===== src/rtl/vga_console_ctrl.sv =====
// vga_console_ctrl
// Text-console front end. It takes ASCII characters over a valid/ready
// handshake and turns them into writes to a text buffer of COLS x ROWS cells.
// A form feed, and every reset release, clears the whole screen by writing a
// space to each cell in turn.
//
// Parameters:
//   COLS, ROWS  - text columns per row / text rows per screen
//   ADDR_WIDTH  - text-buffer address width (>= clog2(COLS*ROWS))
// Ports:
//   clk, reset              - rising-edge clock, async active-high reset
//   char_valid/char_data    - producer offers an ASCII code
//   char_ready              - character accepted this cycle (IDLE only)
//   buf_addr/buf_data/buf_we- registered text-buffer write port
//   cursor_col/cursor_row   - current cursor position
//   busy                    - screen clear in progress
// Configuration macro: CONSOLE_WRAP_EN
//   defined   -> a row advance on the last row wraps to row 0
//   undefined -> the row saturates on the last row, which is then overwritten
module vga_console_ctrl #(
  parameter int COLS       = 80,
  parameter int ROWS       = 30,
  parameter int ADDR_WIDTH = 12
) (
  input  logic                    clk,
  input  logic                    reset,
  input  logic                    char_valid,
  input  logic [7:0]              char_data,
  output logic                    char_ready,
  output logic [ADDR_WIDTH-1:0]   buf_addr,
  output logic [7:0]              buf_data,
  output logic                    buf_we,
  output logic [$clog2(COLS)-1:0] cursor_col,
  output logic [$clog2(ROWS)-1:0] cursor_row,
  output logic                    busy
);

  localparam int COL_W = $clog2(COLS);
  localparam int ROW_W = $clog2(ROWS);
  localparam logic [ADDR_WIDTH-1:0] LAST_CELL = ADDR_WIDTH'(COLS * ROWS - 1);
  localparam logic [COL_W-1:0]      LAST_COL  = COL_W'(COLS - 1);
  localparam logic [ROW_W-1:0]      LAST_ROW  = ROW_W'(ROWS - 1);

  typedef enum logic {
    S_IDLE  = 1'b0,
    S_CLEAR = 1'b1
  } state_t;

  state_t                  r_state;
  logic [COL_W-1:0]        r_col;
  logic [ROW_W-1:0]        r_row;
  logic [ADDR_WIDTH-1:0]   r_cnt;
  logic [ADDR_WIDTH-1:0]   r_buf_addr;
  logic [7:0]              r_buf_data;
  logic                    r_buf_we;

  logic [ADDR_WIDTH-1:0]   w_cell_addr;
  logic                    w_printable;

  assign w_cell_addr = ADDR_WIDTH'(r_row) * ADDR_WIDTH'(COLS) + ADDR_WIDTH'(r_col);
  assign w_printable = (char_data >= 8'h20) && (char_data <= 8'h7E);

  // Row advance; behaviour on the last row is the only build-time difference.
  function automatic logic [ROW_W-1:0] next_row(input logic [ROW_W-1:0] row);
    if (row == LAST_ROW) begin
`ifdef CONSOLE_WRAP_EN
      next_row = '0;
`else
      next_row = row;
`endif
    end else begin
      next_row = row + ROW_W'(1);
    end
  endfunction

  // Control FSM, cursor and registered buffer write port.
  always_ff @(posedge clk or posedge reset) begin
    if (reset) begin
      r_state    <= S_CLEAR;
      r_cnt      <= '0;
      r_col      <= '0;
      r_row      <= '0;
      r_buf_we   <= 1'b0;
      r_buf_addr <= '0;
      r_buf_data <= 8'h00;
    end else begin
      // Write strobe is a single-cycle pulse; addr/data hold otherwise.
      r_buf_we <= 1'b0;
      case (r_state)
        S_CLEAR: begin
          r_buf_we   <= 1'b1;
          r_buf_addr <= r_cnt;
          r_buf_data <= 8'h20;
          if (r_cnt == LAST_CELL) begin
            r_state <= S_IDLE;
            r_cnt   <= '0;
            r_col   <= '0;
            r_row   <= '0;
          end else begin
            r_cnt <= r_cnt + ADDR_WIDTH'(1);
          end
        end
        S_IDLE: begin
          if (char_valid) begin
            case (char_data)
              8'h0A: begin
                r_col <= '0;
                r_row <= next_row(r_row);
              end
              8'h0D: begin
                r_col <= '0;
              end
              8'h08: begin
                // Erase the cell left of the cursor; nothing at column 0.
                if (r_col != '0) begin
                  r_col      <= r_col - COL_W'(1);
                  r_buf_we   <= 1'b1;
                  r_buf_addr <= w_cell_addr - ADDR_WIDTH'(1);
                  r_buf_data <= 8'h20;
                end else begin
                  r_col <= r_col;
                end
              end
              8'h0C: begin
                // Cursor keeps its place until the clear finishes.
                r_state <= S_CLEAR;
                r_cnt   <= '0;
              end
              default: begin
                if (w_printable) begin
                  r_buf_we   <= 1'b1;
                  r_buf_addr <= w_cell_addr;
                  r_buf_data <= char_data;
                  if (r_col == LAST_COL) begin
                    r_col <= '0;
                    r_row <= next_row(r_row);
                  end else begin
                    r_col <= r_col + COL_W'(1);
                  end
                end else begin
                  r_col <= r_col;
                end
              end
            endcase
          end else begin
            r_col <= r_col;
          end
        end
        default: begin
          r_state <= S_CLEAR;
          r_cnt   <= '0;
        end
      endcase
    end
  end

  assign char_ready = (r_state == S_IDLE);
  assign busy       = (r_state == S_CLEAR);
  assign buf_we     = r_buf_we;
  assign buf_addr   = r_buf_addr;
  assign buf_data   = r_buf_data;
  assign cursor_col = r_col;
  assign cursor_row = r_row;

endmodule


===== config.mk =====
export PLATFORM = sky130hd
export DESIGN_NAME = vga_console_ctrl
export DESIGN_NICKNAME = d
export VERILOG_FILES = /design/src/rtl/vga_console_ctrl.sv
export SDC_FILE = /design/constraint.sdc
export NUM_CORES = 1
export LEC_CHECK = 0
export CAP_MARGIN = 20
export CORE_MARGIN = 3
export CORE_UTILIZATION = 40
export DETAILED_ROUTE_END_ITERATION = 8
export PLACE_DENSITY_LB_ADDON = 0.25
export SLEW_MARGIN = 5
export SYNTH_ARGS = -nofsm -noshare
export SYNTH_HDL_FRONTEND = slang
export SYNTH_SLANG_ARGS = --single-unit

===== constraint.sdc =====
create_clock -name clk -period 3.53 [get_ports clk]
set_clock_uncertainty 0.2 [all_clocks]
set_input_delay 0.706 -clock clk [delete_from_list [all_inputs] [get_ports clk]]
set_output_delay 0.706 -clock clk [all_outputs]
set_load 0.005 [all_outputs]

[Yosys cells after proc, flatten, opt, wreduce, memory -nomap -nowiden]
Index checks and enable logic that the tools add are counted.
Cells by class
  multiply operators: 1
  bitwise operators: 1
  add/subtract/negate cells: 6
  reductions and logical operators: 9
  order comparisons: 2
  equal/unequal tests: 18
  multiplexer cells: 37
Operators with widths (number)
  12-bit 2-to-1 mux: 6
  12-bit case mux with 2 select lines: 3
  7-bit 2-to-1 mux: 5
  8-bit by 4-bit == test with 1-bit output (second input constant): 4
  8-bit case mux with 2 select lines: 2
  5-bit 2-to-1 mux: 5
  8-bit 2-to-1 mux: 3
  7-bit case mux with 3 select lines: 1
  5-bit case mux with 2 select lines: 2
  7-bit case mux with 2 select lines: 1
  12-bit by 1-bit adder with 12-bit output (second input constant): 1
  12-bit by 7-bit adder with 12-bit output: 1
  12-bit == test (second input constant): 1
  12-bit by 1-bit subtractor with 12-bit output (second input constant): 1
  5-bit AND reduction: 2
  3-bit by 1-bit inequality test with 1-bit output (second input constant): 3
  8-bit by 6-bit >= comparator with 1-bit output (second input constant): 1
  8-bit by 7-bit <= comparator with 1-bit output (second input constant): 1
  5-bit by 3-bit multiplier with 8-bit output (second input constant): 1
  2-bit inequality test (second input constant): 4
  7-bit by 1-bit adder with 7-bit output (second input constant): 1
  7-bit == test (second input constant): 1
  7-bit nonzero test: 1
  7-bit by 1-bit subtractor with 7-bit output (second input constant): 1
  13 further kinds: 22
Word-level totals
  word-level logic and storage cells: 81
  flip-flop bits (word level): 46
  output and inout port bits: 35
  input port bits: 11

[Longest topological paths before layout]
  word-level depth: 7
  mapped depth: 9
  gate-level depth less buffers: 9

[Worst setup path after synthesis]
OpenSTA, ideal clock, no wires.
  path kind: register -> register
  start point: register r_row[1], in the netlist cursor_row[1]
  end point: register r_buf_addr[11], in the netlist buf_addr[11]
  data arrival time: 2.651 ns
  period minus slack after synthesis: 2.973 ns
  library setup time: 0.122 ns
  setup slack: 0.557 ns
  path buffers: 0
  cell stages (with the launch flop): 10
  cells stage by stage: dfrtp_1 > ha_1 > ha_1 > fa_1 > o211ai_1 > or3_1 > a2111oi_0 > nand4_1 > mux2i_1 > nand2_1
Between the ends
  longest elaborated chain between the ends: 7
  elaborated cells between the ends (all ways): 8
  classes of those cells: 2 x add/sub; 1 x mul; 5 x mux
Ends and longest elaborated chain
  start, declared: RTL line 51  | logic [ROW_W-1:0] r_row;
  start signal, assigned: RTL line 108  | r_row <= next_row(r_row);
  start signal, assigned: RTL line 136  | r_row <= next_row(r_row);
  5-bit by 3-bit multiplier with 8-bit output (*): RTL line 60  | assign w_cell_addr = ADDR_WIDTH'(r_row) * ADDR_WIDTH'(COLS) + ADDR_WIDTH'(r_col);
  12-bit by 7-bit adder with 12-bit output (*): RTL line 60
  12-bit by 1-bit subtractor with 12-bit output: RTL line 118  | r_buf_addr <= w_cell_addr - ADDR_WIDTH'(1);
  12-bit 2-to-1 mux: RTL line 115  | if (r_col != '0) begin
  12-bit case mux with 2 select lines (*): RTL line 105  | case (char_data)
  12-bit 2-to-1 mux (*): RTL line 104  | if (char_valid) begin
  12-bit case mux with 2 select lines (*): RTL line 89  | case (r_state)
  end signal, assigned: RTL line 92  | r_buf_addr <= r_cnt;
  end signal, assigned: RTL line 118
  end signal, assigned: RTL line 132  | r_buf_addr <= w_cell_addr;
  end, declared: RTL line 53  | logic [ADDR_WIDTH-1:0] r_buf_addr;
Mark *: on every way between the ends. The rest lies on a longest branch, timed or not. The select of a mux whose other input is x is not followed.
A chain may end at the register's enable or synchronous reset.

[Worst setup path after layout]
  start point: register r_row[3], in the netlist cursor_row[3]
  end point: register r_buf_addr[11], in the netlist buf_addr[11]
Same word-level chain as after synthesis.

==> out/results.tsv <==
stage	metric	value	unit
setup_path	crit_family	adder cells	
floorplan	io_pins	46	
hold_path	holdPathStages	2	
clock_tree	h-tree-depth	2	
final_layout	fill_cells	662	
floorplan	core_area	7490	um^2
clock_tree	cts_buffer_depth	2	
clock_tree	cts-resized-gates	0	
clock_tree	clock-root-buffer	clkbuf_8	
synth	synth_xor_area_share	4.83	%
setup_path	critPathKind	reg2reg	
power	vdd_drop_max	0.000297	V
synth	netlist_area	3180	um^2
setup_path	end_kind	register	
clock_tree	cts.reportedPaths.clkPinSlew	90	ps
grt	antenna_found_initial	0	
setup_path	critPathMaxStageDelay	560	ps
synth	yosysWarnings	0	
route	via_per_inst	5.73	
sta	setup_viol	0	
hold_path	hold_class	reg2reg	
clock_tree	cts_tree	done	
route	vias	2905	
synth	synth_edf_count	0	
synth	postSynthCellCount	359	
sta	tightest_slew	1020	ps
grt	grt_overflow_total	0	
route	drtIter0Drc	121	
synth	synth-simple-area-share	20.6	%
setup_path	path_common_cell	ha_1	
setup_path	timing.rr.start	cursor_row[3]	
final_layout	area_delta_synth_final	22.8	%
synth	async_reset_ff_share	100	%
floorplan	die_height	95.2	um
sta	timing.fmax	306	MHz
sta	max-slew-margin-rel	31.2	%
power	power.leakage	1.66	nW
floorplan	die_w	95.2	um
hold_path	holdCritStartpoint	buf_addr[3]	
grt	grt_pass1_wl	13900	um
placement	numPortBuffers	45	
clock_tree	cts_hold_buf	0	
placement	gp_congestion	0.854	
synth	synth_cell_type_count	64	
synth	synth_mux_area_share	2.87	%
grt	grt_usage	19.4	%
floorplan	start_util	42.5	%
floorplan	die_area	9070	um^2
grt	grt_max_degree	47	
sta	tns	0	ps
final_layout	drive_above_1_share	9.56	%
setup_path	cp_max_fo	7	
status	status	completed	
route	wl_per_cell	15.8	um
final_layout	fin_util	52.2	%
synth	synth_fa_ha_area_share	7.94	%
sta	fin_crit_sh	92.7	%
hold_path	hold_end	buf_addr[3]	
synth	syn_area_per_cell	8.87	um^2
sta	rsz0062_at_grt	false	
setup_path	r2r-end	buf_addr[11]	
clock_tree	numCtsBuffers	5	
sta	fin_crit	3270	ps
synth	synth_seq_cells	46	
synth	synth_top_family_by_area	compound AO/OA/AOI/OAI gates	
final_layout	fin_nets	437	
power	pwr_density_cell	487	nW/um^2
grt	grt_pass1_vias	2887	
clock_tree	insertion_delay	300	ps
setup_path	startpoint_type	register	
setup_path	slowest_stage	fa_1	
setup_path	cp.arrival	3260	ps
synth	ys.flop_type	dfrtp_1	
route	drt-total-wl	8000	um
clock_tree	postCtsSetupRepairBufs	0	
route	final_antenna_net_count	0	
synth	seq_area_frac_synth	36.2	%
synth	synth_compound_area_share	22.7	%
sta	slew_viol_final	0	
clock_tree	clock_sinks	46	
route	drt_pass1_iterations	4	
synth	syn_nets	389	
setup_path	reg2regPathDepth	9	
route	drc	0	
floorplan	rows	31	
setup_path	cp_num_buf_inv	0	
job	cap_violations	0	
setup_path	required	3520	ps
setup_path	r2r_slack	260	ps
setup_path	cp_cell_sequence	ha_1 -> ha_1 -> fa_1 -> o211ai_1 -> or3_1 -> a2111oi_0 -> nand4_1 -> mux2i_1 -> nand2_1	
final_layout	antenna_cells	0	
sta	hold_viol	0	
placement	place_hpwl	5830	um
-- area by class of cell --
cell class / instances / area [um^2] / share of cell area, %
Clock buffer: 6 / 72.6 / 1.86
Clock inverter: 2 / 37.5 / 0.960
Inverter: 17 / 63.8 / 1.63
Multi-Input combinational cell: 277 / 1880 / 48.2
Sequential cell: 46 / 1150 / 29.5
Tap cell: 99 / 124 / 3.17
Timing Repair Buffer: 60 / 576 / 14.7
-- report_power, final --
| group | total [W] | leakage (nW) | internal, W | switching (W) |
|---|---|---|---|---|
| logic | 0.000695 | 1.03 | 0.000376 | 0.000319 |
| registers | 0.000809 | 0.579 | 0.000640 | 0.000169 |
| clock network | 0.000399 | 0.0514 | 0.000212 | 0.000188 |
-- state kept, by name, indices dropped and copies added, names as in the netlist --
signal / cells
buf_addr: 12
buf_data: 8
buf_we: 1
busy: 1
cursor_col: 7
cursor_row: 5
r_cnt: 12
-- per-stage QoR --
| step | hold WS (ps) | setup WS, ps | area, um^2 | total power, W | cells |
|---|---|---|---|---|---|
| after floorplan | 265 | 557 | 3180 | 0.00119 | 359 |
| after global placement | 263 | 303 | 3780 | 0.00150 | 498 |
| after detailed placement | 270 | 265 | 3780 | 0.00151 | 498 |
| after CTS | 291 | 275 | 3890 | 0.00192 | 506 |
| after global routing | 319 | 64.9 | 3910 | 0.00205 | 507 |
| final | 286 | 258 | 3910 | 0.00190 | 507 |
-- cells in the final DEF, fill, tap and decap left out, types with 4 or more instances in the layout --
| cell | Yosys | routed |
|---|---|---|
| dfrtp_1 | 45 | 45 |
| ha_1 | 17 | 17 |
| xor2_1 | 5 | 5 |
| a31oi_1 | 4 | 4 |
| nor2_1 | 22 | 22 |
| o21ai_0 | 37 | 37 |
| inv_1 | 16 | 15 |
| clkdlybuf4s50_1 | 0 | 45 |
| a22o_1 | 4 | 4 |
| clkbuf_8 | 0 | 5 |
| nor3_1 | 5 | 5 |
| xnor2_1 | 10 | 10 |
| mux2i_1 | 8 | 8 |
| o31ai_1 | 11 | 11 |
| a22oi_1 | 5 | 5 |
| nand3_1 | 9 | 9 |
| nand2_1 | 44 | 44 |
| a21oi_1 | 15 | 15 |
| nand4_1 | 11 | 11 |
| nand2b_1 | 4 | 4 |
| and3_1 | 6 | 6 |
| buf_4 | 0 | 14 |
-- cell usage after synthesis (4+ instances only) --
cell,number,area (um^2)
dfrtp_1,45,1130
nand2_1,44,165
o21ai_0,37,185
nor2_1,22,82.6
ha_1,17,213
inv_1,16,60.1
a21oi_1,15,75.1
clkbuf_1,13,48.8
nand4_1,11,68.8
o31ai_1,11,82.6
xnor2_1,10,87.6
nand3_1,9,45.0
mux2i_1,8,80.1
and3_1,6,37.5
a22oi_1,5,37.5
nor3_1,5,25.0
xor2_1,5,43.8
a22o_1,4,35.0
a31oi_1,4,25.0
nand2b_1,4,25.0
-- worst max-delay path by stage --
stage / depth (start not counted) / end / from
detailed placement: 9 / buf_addr[11] / cursor_row[1]
global route: 9 / buf_addr[11] / cursor_row[1]
CTS: 9 / buf_addr[11] / cursor_row[1]
finish: 9 / buf_addr[11] / cursor_row[3]
global placement: 9 / buf_addr[11] / cursor_row[1]
floorplan: 9 / buf_addr[11] / cursor_row[1]
-- cell families after synthesis --
logic type / after synthesis
mux: 9
buf+inv: 36
fa+ha+maj: 19
compound gates: 108
flops: 46
xor+xnor: 16
simple gates: 125
-- worst reg2reg max path: cells and delay by family, from the launching register on --
kind,cells,cell delay (ps)
muxes,1,180
DFF,1,480
AOI/OAI and AO/OA,2,560
and+or+nand+nor,3,620
adders and majority gates,3,1130
-- per-layer routing --
layer | part of all wire (%) | global-route usage (%)
met5 | 0 | 0
met4 | 2.8 | 7.21
met3 | 5.5 | 3.79
met2 | 44 | 30.1
met1 | 48 | 26.7
(Power assumes the default switching activity.)
